<file path="src/rtl/click_pkg.sv">
// Shared definitions for the KEY click-counting path (up- and down-count trackers).
//   state_t        : debounce FSM state encoding
//   DEF_WIDTH      : default count width
//   DEF_DEBOUNCE_CYCLES / DEF_DB_W : default debounce window and counter width (10 ms @ 50 MHz)
package click_pkg;

  localparam int unsigned DEF_WIDTH           = 4;
  localparam int unsigned DEF_DEBOUNCE_CYCLES = 500000;
  localparam int unsigned DEF_DB_W            = 20;

  typedef enum logic [1:0] {
    IDLE         = 2'd0,
    PRESS_WAIT   = 2'd1,
    HELD         = 2'd2,
    RELEASE_WAIT = 2'd3
  } state_t;

endpackage

</file>
<file path="src/rtl/fourbit_subtractor.sv">
// Four-bit ripple subtractor built from full subtractors: diff = a - b - bin.
// Ports:
//   a, b  in  4  minuend, subtrahend
//   bin   in  1  borrow in
//   diff  out 4  difference (modulo 16)
//   bout  out 1  borrow out (set when a < b + bin)
module fourbit_subtractor (
  input  logic [3:0] a,
  input  logic [3:0] b,
  input  logic       bin,
  output logic [3:0] diff,
  output logic       bout
);

  logic [4:0] br;

  // Bit-serial borrow ripple
  always_comb begin
    br    = '0;
    diff  = '0;
    br[0] = bin;
    for (int i = 0; i < 4; i++) begin
      diff[i]  = a[i] ^ b[i] ^ br[i];
      br[i+1]  = (~a[i] & b[i]) | (~(a[i] ^ b[i]) & br[i]);
    end
  end

  assign bout = br[4];

endmodule

</file>
<file path="src/rtl/click_countdown.sv">
// Down-counting click tracker: synchronises and debounces an active-low push-button,
// emits one click per accepted press and decrements a loadable count on each click.
// Ports:
//   CLOCK_50  in   1      clock, rising edge
//   reset     in   1      synchronous, active-high
//   key_n     in   1      raw push-button, active-low, asynchronous
//   load      in   1      load count from load_val (wins over a click)
//   load_val  in   WIDTH  value to load
//   count     out  WIDTH  current count (registered)
//   zero      out  1      count == 0 (decoded from the count register)
//   borrow    out  1      1-cycle pulse: click applied while count was 0
//   click     out  1      1-cycle pulse: debounced press accepted (state-decoded)
// Build option: define CLICK_SAT_EN to saturate the count at 0 instead of wrapping;
// borrow still flags the underflow attempt.
module click_countdown
  import click_pkg::*;
#(
  parameter int unsigned WIDTH           = DEF_WIDTH,
  parameter int unsigned DEBOUNCE_CYCLES = DEF_DEBOUNCE_CYCLES,
  parameter int unsigned DB_W            = DEF_DB_W
) (
  input  logic             CLOCK_50,
  input  logic             reset,
  input  logic             key_n,
  input  logic             load,
  input  logic [WIDTH-1:0] load_val,
  output logic [WIDTH-1:0] count,
  output logic             zero,
  output logic             borrow,
  output logic             click
);

  localparam int unsigned NSEG  = (WIDTH + 3) / 4;
  localparam int unsigned PAD_W = NSEG * 4;
  localparam logic [DB_W-1:0] DB_LAST = DB_W'(DEBOUNCE_CYCLES - 1);

  logic            key_m, key_s;
  state_t          state, state_nx;
  logic [DB_W-1:0] db_cnt;
  logic            db_clr, db_done;

  logic [PAD_W-1:0] sub_a, sub_b, sub_d;
  logic [NSEG:0]    sub_br;
  logic [WIDTH-1:0] dec_val;
  logic             underflow;
  logic             unused_sub_hi;

  // Two-flop synchroniser, released (high) out of reset
  always_ff @(posedge CLOCK_50) begin
    if (reset) begin
      key_m <= 1'b1;
      key_s <= 1'b1;
    end else begin
      key_m <= key_n;
      key_s <= key_m;
    end
  end

  // FSM state register
  always_ff @(posedge CLOCK_50) begin
    if (reset) state <= IDLE;
    else       state <= state_nx;
  end

  // Debounce counter: cleared on entry to a wait state, counts while waiting
  assign db_done = (db_cnt == DB_LAST);

  always_ff @(posedge CLOCK_50) begin
    if (reset)
      db_cnt <= '0;
    else if (db_clr)
      db_cnt <= '0;
    else if (state == PRESS_WAIT || state == RELEASE_WAIT)
      db_cnt <= db_cnt + DB_W'(1);
  end

  // Next-state and click decode; click is suppressed while reset discards it
  always_comb begin
    state_nx = state;
    db_clr   = 1'b0;
    click    = 1'b0;
    case (state)
      IDLE: begin
        if (!key_s) begin
          state_nx = PRESS_WAIT;
          db_clr   = 1'b1;
        end
      end
      PRESS_WAIT: begin
        if (key_s) begin
          state_nx = IDLE;
        end else if (db_done) begin
          state_nx = HELD;
          click    = ~reset;
        end
      end
      HELD: begin
        if (key_s) begin
          state_nx = RELEASE_WAIT;
          db_clr   = 1'b1;
        end
      end
      RELEASE_WAIT: begin
        if (!key_s)       state_nx = HELD;
        else if (db_done) state_nx = IDLE;
      end
      default: state_nx = IDLE;
    endcase
  end

  // count - 1 through chained four-bit ripple subtractors (zero-padded to a nibble multiple)
  assign sub_a     = PAD_W'(count);
  assign sub_b     = PAD_W'(1);
  assign sub_br[0] = 1'b0;

  for (genvar g = 0; g < NSEG; g++) begin : g_sub
    fourbit_subtractor u_sub (
      .a    (sub_a[4*g +: 4]),
      .b    (sub_b[4*g +: 4]),
      .bin  (sub_br[g]),
      .diff (sub_d[4*g +: 4]),
      .bout (sub_br[g+1])
    );
  end

  assign dec_val       = sub_d[WIDTH-1:0];
  assign underflow     = sub_br[NSEG];
  assign unused_sub_hi = ^sub_d;

  // Count register: load beats click; borrow flags a click taken at zero
  always_ff @(posedge CLOCK_50) begin
    if (reset) begin
      count  <= '0;
      borrow <= 1'b0;
    end else begin
      borrow <= 1'b0;
      if (load) begin
        count <= load_val;
      end else if (click) begin
`ifdef CLICK_SAT_EN
        count  <= underflow ? '0 : dec_val;
`else
        count  <= dec_val;
`endif
        borrow <= underflow;
      end
    end
  end

  assign zero = (count == '0);

endmodule
</file>
<file path="config.mk">
export PLATFORM = sky130hd
export DESIGN_NAME = click_countdown
export DESIGN_NICKNAME = d
export VERILOG_FILES = /design/src/rtl/click_pkg.sv /design/src/rtl/fourbit_subtractor.sv /design/src/rtl/click_countdown.sv
export SDC_FILE = /design/constraint.sdc
export NUM_CORES = 1
export LEC_CHECK = 0
export ABC_AREA = 1
export CORE_ASPECT_RATIO = 1.2
export CORE_UTILIZATION = 50
export CTS_CLUSTER_DIAMETER = 80
export DETAILED_ROUTE_END_ITERATION = 6
export HOLD_SLACK_MARGIN = 0.08
export PLACE_DENSITY = 0.71
export RECOVER_POWER = 100
export SLEW_MARGIN = 20
export SYNTH_ARGS = -nofsm -noshare
export SYNTH_HDL_FRONTEND = slang
export SYNTH_HIERARCHICAL = 1
export SYNTH_SLANG_ARGS = --single-unit
</file>
<file path="constraint.sdc">
create_clock -name CLOCK_50 -period 4.76 [get_ports CLOCK_50]
set_input_delay 0.952 -clock CLOCK_50 [delete_from_list [all_inputs] [get_ports CLOCK_50]]
set_output_delay 0.952 -clock CLOCK_50 [all_outputs]
set_load 0.005 [all_outputs]
</file>
; Yosys cells after proc, flatten, opt, wreduce, memory -nomap -nowiden
; Cells that the tools add are included.
[word_totals]
regBits = 29
latchBits = 0
ram_bits = 0
mem_bits_ro = 0
output_inout_bits = 7
n_memories = 0
[classes]
n_addsub = 1
mul = 0
n_div = 0
magnitude_cmp = 0
n_eq_ne = 8
shifts = 0
n_mux = 15
bitwise_logic = 12
n_reduce_logical = 7
[op_table]
columns = operator, count
row1 = "20-bit by 1-bit adder with 20-bit output, second input constant", 1
row2 = "20-bit by 19-bit == test with 1-bit output, second input constant", 1
row3 = 2-bit 2-to-1 mux, 6
row4 = 4-bit 2-to-1 mux, 2
row5 = 2-bit one-hot mux with 4 select lines, 1
row6 = "3-bit inequality test, second input constant", 2
row7 = 1-bit inverter, 6
row8 = 1-bit 2-to-1 mux, 5
row9 = "2-bit == test, second input constant", 2
row10 = 4-bit logical NOT, 1
row11 = "2-bit inequality test, second input constant", 2
row12 = 4-bit AND reduction, 1
row13 = 1-bit bitwise AND, 3
row14 = 3-bit OR reduction, 1
row15 = 1-bit bitwise XOR, 3
row16 = "2-bit by 1-bit == test with 1-bit output, second input constant", 1
row17 = 2-bit logical NOT, 1
row18 = 1-bit one-hot mux with 2 select lines, 1
row19 = 2-bit nonzero test, 1
row20 = 2-bit OR reduction, 1
row21 = 1-bit logical OR, 1

; Logic depth before layout (Yosys ltp)
[logic_depth]
word_depth = 6
mapped_depth = 11

; By module
; Netlist, hierarchy kept.
[modules_own_cells]
columns = mod, n_inst, cells_per_inst, area_each_um2, seq_area_each_um2
row1 = click_countdown, 1, 236, 1585.3, 580.6
row2 = fourbit_subtractor, 1, 14, 117.6, 0.0

; Worst setup path after synthesis
; Ideal clock, no wire load.
[synth_timing]
path_kind = input port to output port
startpoint = input port reset
endpoint = output port click
arrival_ns = 1.334
setup_slack_ns = 2.474
path_stages = 3
n_path_buf = 0
cell_sequence = clkinv_1 -> nand3_1 -> nor2_1
[synth_via]
elab_chain_len = 4
[synth_rtl]
columns = element, line_no
row1 = start: declaration, click_countdown.sv:23  ; input logic reset,
row2 = 1-bit inverter, click_countdown.sv:94  ; click = ~reset;
row3 = 1-bit 2-to-1 mux, click_countdown.sv:92  ; end else if (db_done) begin
row4 = 1-bit 2-to-1 mux, click_countdown.sv:90  ; if (key_s) begin
row5 = 1-bit 2-to-1 mux, click_countdown.sv:82  ; case (state)
row6 = end: declaration, click_countdown.sv:30  ; output logic click
; No other way between the ends.

; Worst setup path after layout
; Same ends and word-level chain as after synthesis.

==> impl_metrics.env <==
export IMPL_grt_antenna_before_repair=0
export IMPL_power_internal_w=0.000356
export IMPL_via_density_per_instance=4.98
export IMPL_maxCapViolations=0
export IMPL_coreArea_um2=3140
export IMPL_clk_root_buffer_cell="sky130_fd_sc_hd__clkbuf_4"
export IMPL_synth_cell_types=34
export IMPL_design_final_nets=284
export IMPL_grt_busiest_layer="met2"
export IMPL_timing_final_crit_period_ps=3490
export IMPL_dr_pass1_iters=4
export IMPL_hold_start="key_m"
export IMPL_fraction_of_power_consumed_by_combinational_cells=0.106
export IMPL_area_of_the_mapped_netlist_um2=1700
export IMPL_tritoncts_num_buffers=5
export IMPL_rsz_0062_raised_after_global_routing="false"
export IMPL_required_ps=3810
export IMPL_fp_dieH_um=65.9
export IMPL_met2_capacity_usage_during_global_routing=0.334
export IMPL_yosysMostFrequentCell="sky130_fd_sc_hd__nand2_1"
export IMPL_cts_hold_buffers=0
export IMPL_die_w_um=55.3
export IMPL_netSwitchingPower_w=0.000119
export IMPL_synth_edf_count=0
export IMPL_cellPowerDensity_nw_per_um2=247
export IMPL_grt_usage=0.204
export IMPL_timing_critical_path_depth=5
export IMPL_setup_total_negative_slack_ps=0
export IMPL_skew_ps=8.29
export IMPL_switching_share=0.250
export IMPL_worst_path_most_repeated_cell="sky130_fd_sc_hd__dlygate4sd3_1"
export IMPL_crit_path_cell_trace="dlygate4sd3_1, clkinv_1, nand3_1, nor2_1, dlygate4sd3_1"
export IMPL_ys_ff_latch=29
export IMPL_timing_hold_worst_class="register to register"
export IMPL_synth_largest_type_area_fraction=0.341
export IMPL_cp_start_kind="input pin"
export IMPL_global_route_usage_met1=0.235
export IMPL_dp_final_hpwl_um=2570
export IMPL_finalSetupViolCount=0
export IMPL_power_share_sequential=0.530
export IMPL_cp_data_arrival_time_ps=2540
export IMPL_tritoncts_num_sinks=29
export IMPL_cpPeakStageDelay_ps=590
export IMPL_syn_inst=250
export IMPL_worstSkewPairLatency_ps=330
export IMPL_final_design_area_no_fill_um2=1920
export IMPL_slowest_stage="sky130_fd_sc_hd__dlygate4sd3_1"
export IMPL_ioPinCount=15
export IMPL_h_tree_depth=2
export IMPL_p_clk_frac=0.365
export IMPL_outcome="completed"
export IMPL_count_of_instances_resized_after_the_clock_tree_is_built=0
export IMPL_reg2reg_from="count[0]"
export IMPL_antenna_violating_nets_post_route=0
export IMPL_cp_end_kind="output port"
export IMPL_drive_gt1_frac=0.0993
export IMPL_cts_setup_buffers=0
export IMPL_worst_path_dominant_cell_family="buffers and inverters"
export IMPL_async_reset_ff_frac=0
export IMPL_p_leak_nw=0.780
export IMPL_placementRows=22
export IMPL_drcViolationCount=0
export IMPL_synth_top_flop_cell="sky130_fd_sc_hd__dfxtp_1"
export IMPL_synth_seq_area_share=0.341
export IMPL_hold_depth=1
export IMPL_avgSynthCellArea_um2=6.81
export IMPL_use_met3=0.0548
export IMPL_worstRegToRegCells=10
export IMPL_num_antenna_cells=0
export IMPL_finalWeightedCongestion=0.824
export IMPL_worstPathBufferInverterCount=3
export IMPL_initial_core_util=0.543
export IMPL_synth_top_cell_by_area="sky130_fd_sc_hd__dfxtp_1"
export IMPL_buffer_ports_inserted=14
export IMPL_routedWlPerCell_um=11.1
export IMPL_worstSetupPathType="input pin to output port"
export IMPL_synthTopCellsByArea="sky130_fd_sc_hd__dfxtp_1 34%, sky130_fd_sc_hd__nand2_1 12%, sky130_fd_sc_hd__inv_1 8.8%"
export IMPL_r2r_end="count[3]"
export IMPL_report_final_hold_viol_count=0
export IMPL_clock_path_buffers=2
export IMPL_vias=1534
export IMPL_whs_ps=435
export IMPL_slack_of_the_worst_reg_to_reg_path_ps=2480
export IMPL_crit_fanout=8
export IMPL_top_cells_by_count_synth="55 x sky130_fd_sc_hd__nand2_1, 40 x sky130_fd_sc_hd__inv_1, 34 x sky130_fd_sc_hd__nor2_1"
export IMPL_initialDrtViolationCount=66
export IMPL_drt_total_wl_um=3410
export IMPL_final_instance_count_excl_fill=308
export IMPL_pin_count_of_the_biggest_net_entering_global_routing=14
export IMPL_areaGrowthSynthToFinish_pct=13.0
export IMPL_dpl_cell_count=300
export IMPL_whs_endpoint="key_s"
export IMPL_first_global_vias=1316
export IMPL_maximum_achievable_frequency_mhz=286
export IMPL_timing_max_transition_violations_final=0
export IMPL_yosys_synthesis_warning_count=6
export IMPL_ir_worst_vdd_uv=163
export IMPL_first_pass_grt_wire_length_um=5690
export IMPL_cts_tree="done"
export IMPL_dpl_instance_area_um2=1880
export IMPL_launching_instance_or_port_of_the_critical_path="reset"
export IMPL_die_footprint_um2=3640
export IMPL_clk_pin_slew_ps=90
export IMPL_min_period_over_period=0.734
export IMPL_overflow_left_after_global_routing=0
## per-layer routing
layer / vias up / wire length, um
li1: 813 / -
met1: 666 / 1560
met2: 41 / 1540
met3: 14 / 183
met4: 0 / 118
met5: - / 0
## per-stage QoR
step | util | total power [W] | setup WS [ps]
after floorplan | - | 0.000291 | 2470
after global placement | 0.598 | 0.000311 | 1420
after detailed placement | 0.598 | 0.000311 | 1380
after CTS | 0.620 | 0.000486 | 1380
after global routing | 0.613 | 0.000498 | 1190
final | 0.613 | 0.000475 | 1270
## state kept, by name, indices dropped and copies added (netlist names), named ones only
| name | flops |
|---|---|
| key_s | 1 |
| count | 4 |
| db_cnt | 20 |
| state | 1 |
| borrow | 1 |
| key_m | 1 |
## cell type report
cell class	instances	area, um^2
fillers	326	1210
multi-input cells	177	922
flip-flops and latches	29	581
inverters	44	166
repair buffers	14	140
clock buffers	7	65.1
well taps	36	45.0
clock inverters	1	5.00
## cells by family after synthesis
kind of cell / Yosys count / share of synthesized area
buffers and inverters: 47 / 0.112
adder cells (fa/ha/maj): 5 / 0.0544
other: 2 / 0.00441
flip-flops: 29 / 0.341
AO/OA/AOI/OAI: 21 / 0.0639
AND/OR/NAND/NOR: 142 / 0.404
XOR/XNOR: 4 / 0.0206
## power by group through the flow
stage          Combinational [W]  Sequential, W  Clock (W)
3_5_place_dp           0.0000536       0.000257          0
6_report               0.0000501       0.000251   0.000173
4_1_cts                0.0000539       0.000252   0.000180
5_1_grt                0.0000583       0.000252   0.000188
3_3_place_gp           0.0000532       0.000257          0
2_1_floorplan          0.0000352       0.000256          0
## worst max path at each step
stage               slack [ps]  endpoint
CTS                       1380     click
global placement          1420     click
detailed placement        1380     click
finish                    1270     click
floorplan                 2470     click
global route              1190     click
## layout by cell type (no fill, tap or decap), types with 7 or more instances in the layout
master / synthesis / layout
sky130_fd_sc_hd__a21oi_1: 13 / 13
sky130_fd_sc_hd__dfxtp_1: 29 / 29
sky130_fd_sc_hd__dlygate4sd3_1: 0 / 8
sky130_fd_sc_hd__inv_1: 40 / 40
sky130_fd_sc_hd__nand2_1: 55 / 56
sky130_fd_sc_hd__nand3_1: 16 / 17
sky130_fd_sc_hd__nand4_1: 7 / 7
sky130_fd_sc_hd__nor2_1: 34 / 34
sky130_fd_sc_hd__nor3_1: 7 / 8
sky130_fd_sc_hd__o21ai_0: 6 / 8
## worst reg2reg max path: stages, from the launching register on
cell                      delay (ps)
sky130_fd_sc_hd__dfxtp_1         420
sky130_fd_sc_hd__fa_1            190
sky130_fd_sc_hd__inv_1            50
sky130_fd_sc_hd__fa_1            380
sky130_fd_sc_hd__fa_1            370
sky130_fd_sc_hd__inv_1            80
sky130_fd_sc_hd__fa_1            400
sky130_fd_sc_hd__nand2_1          70
sky130_fd_sc_hd__nand2_1          50
sky130_fd_sc_hd__a21oi_1         110
sky130_fd_sc_hd__nor2_1           60
(Power assumes the default switching activity.)
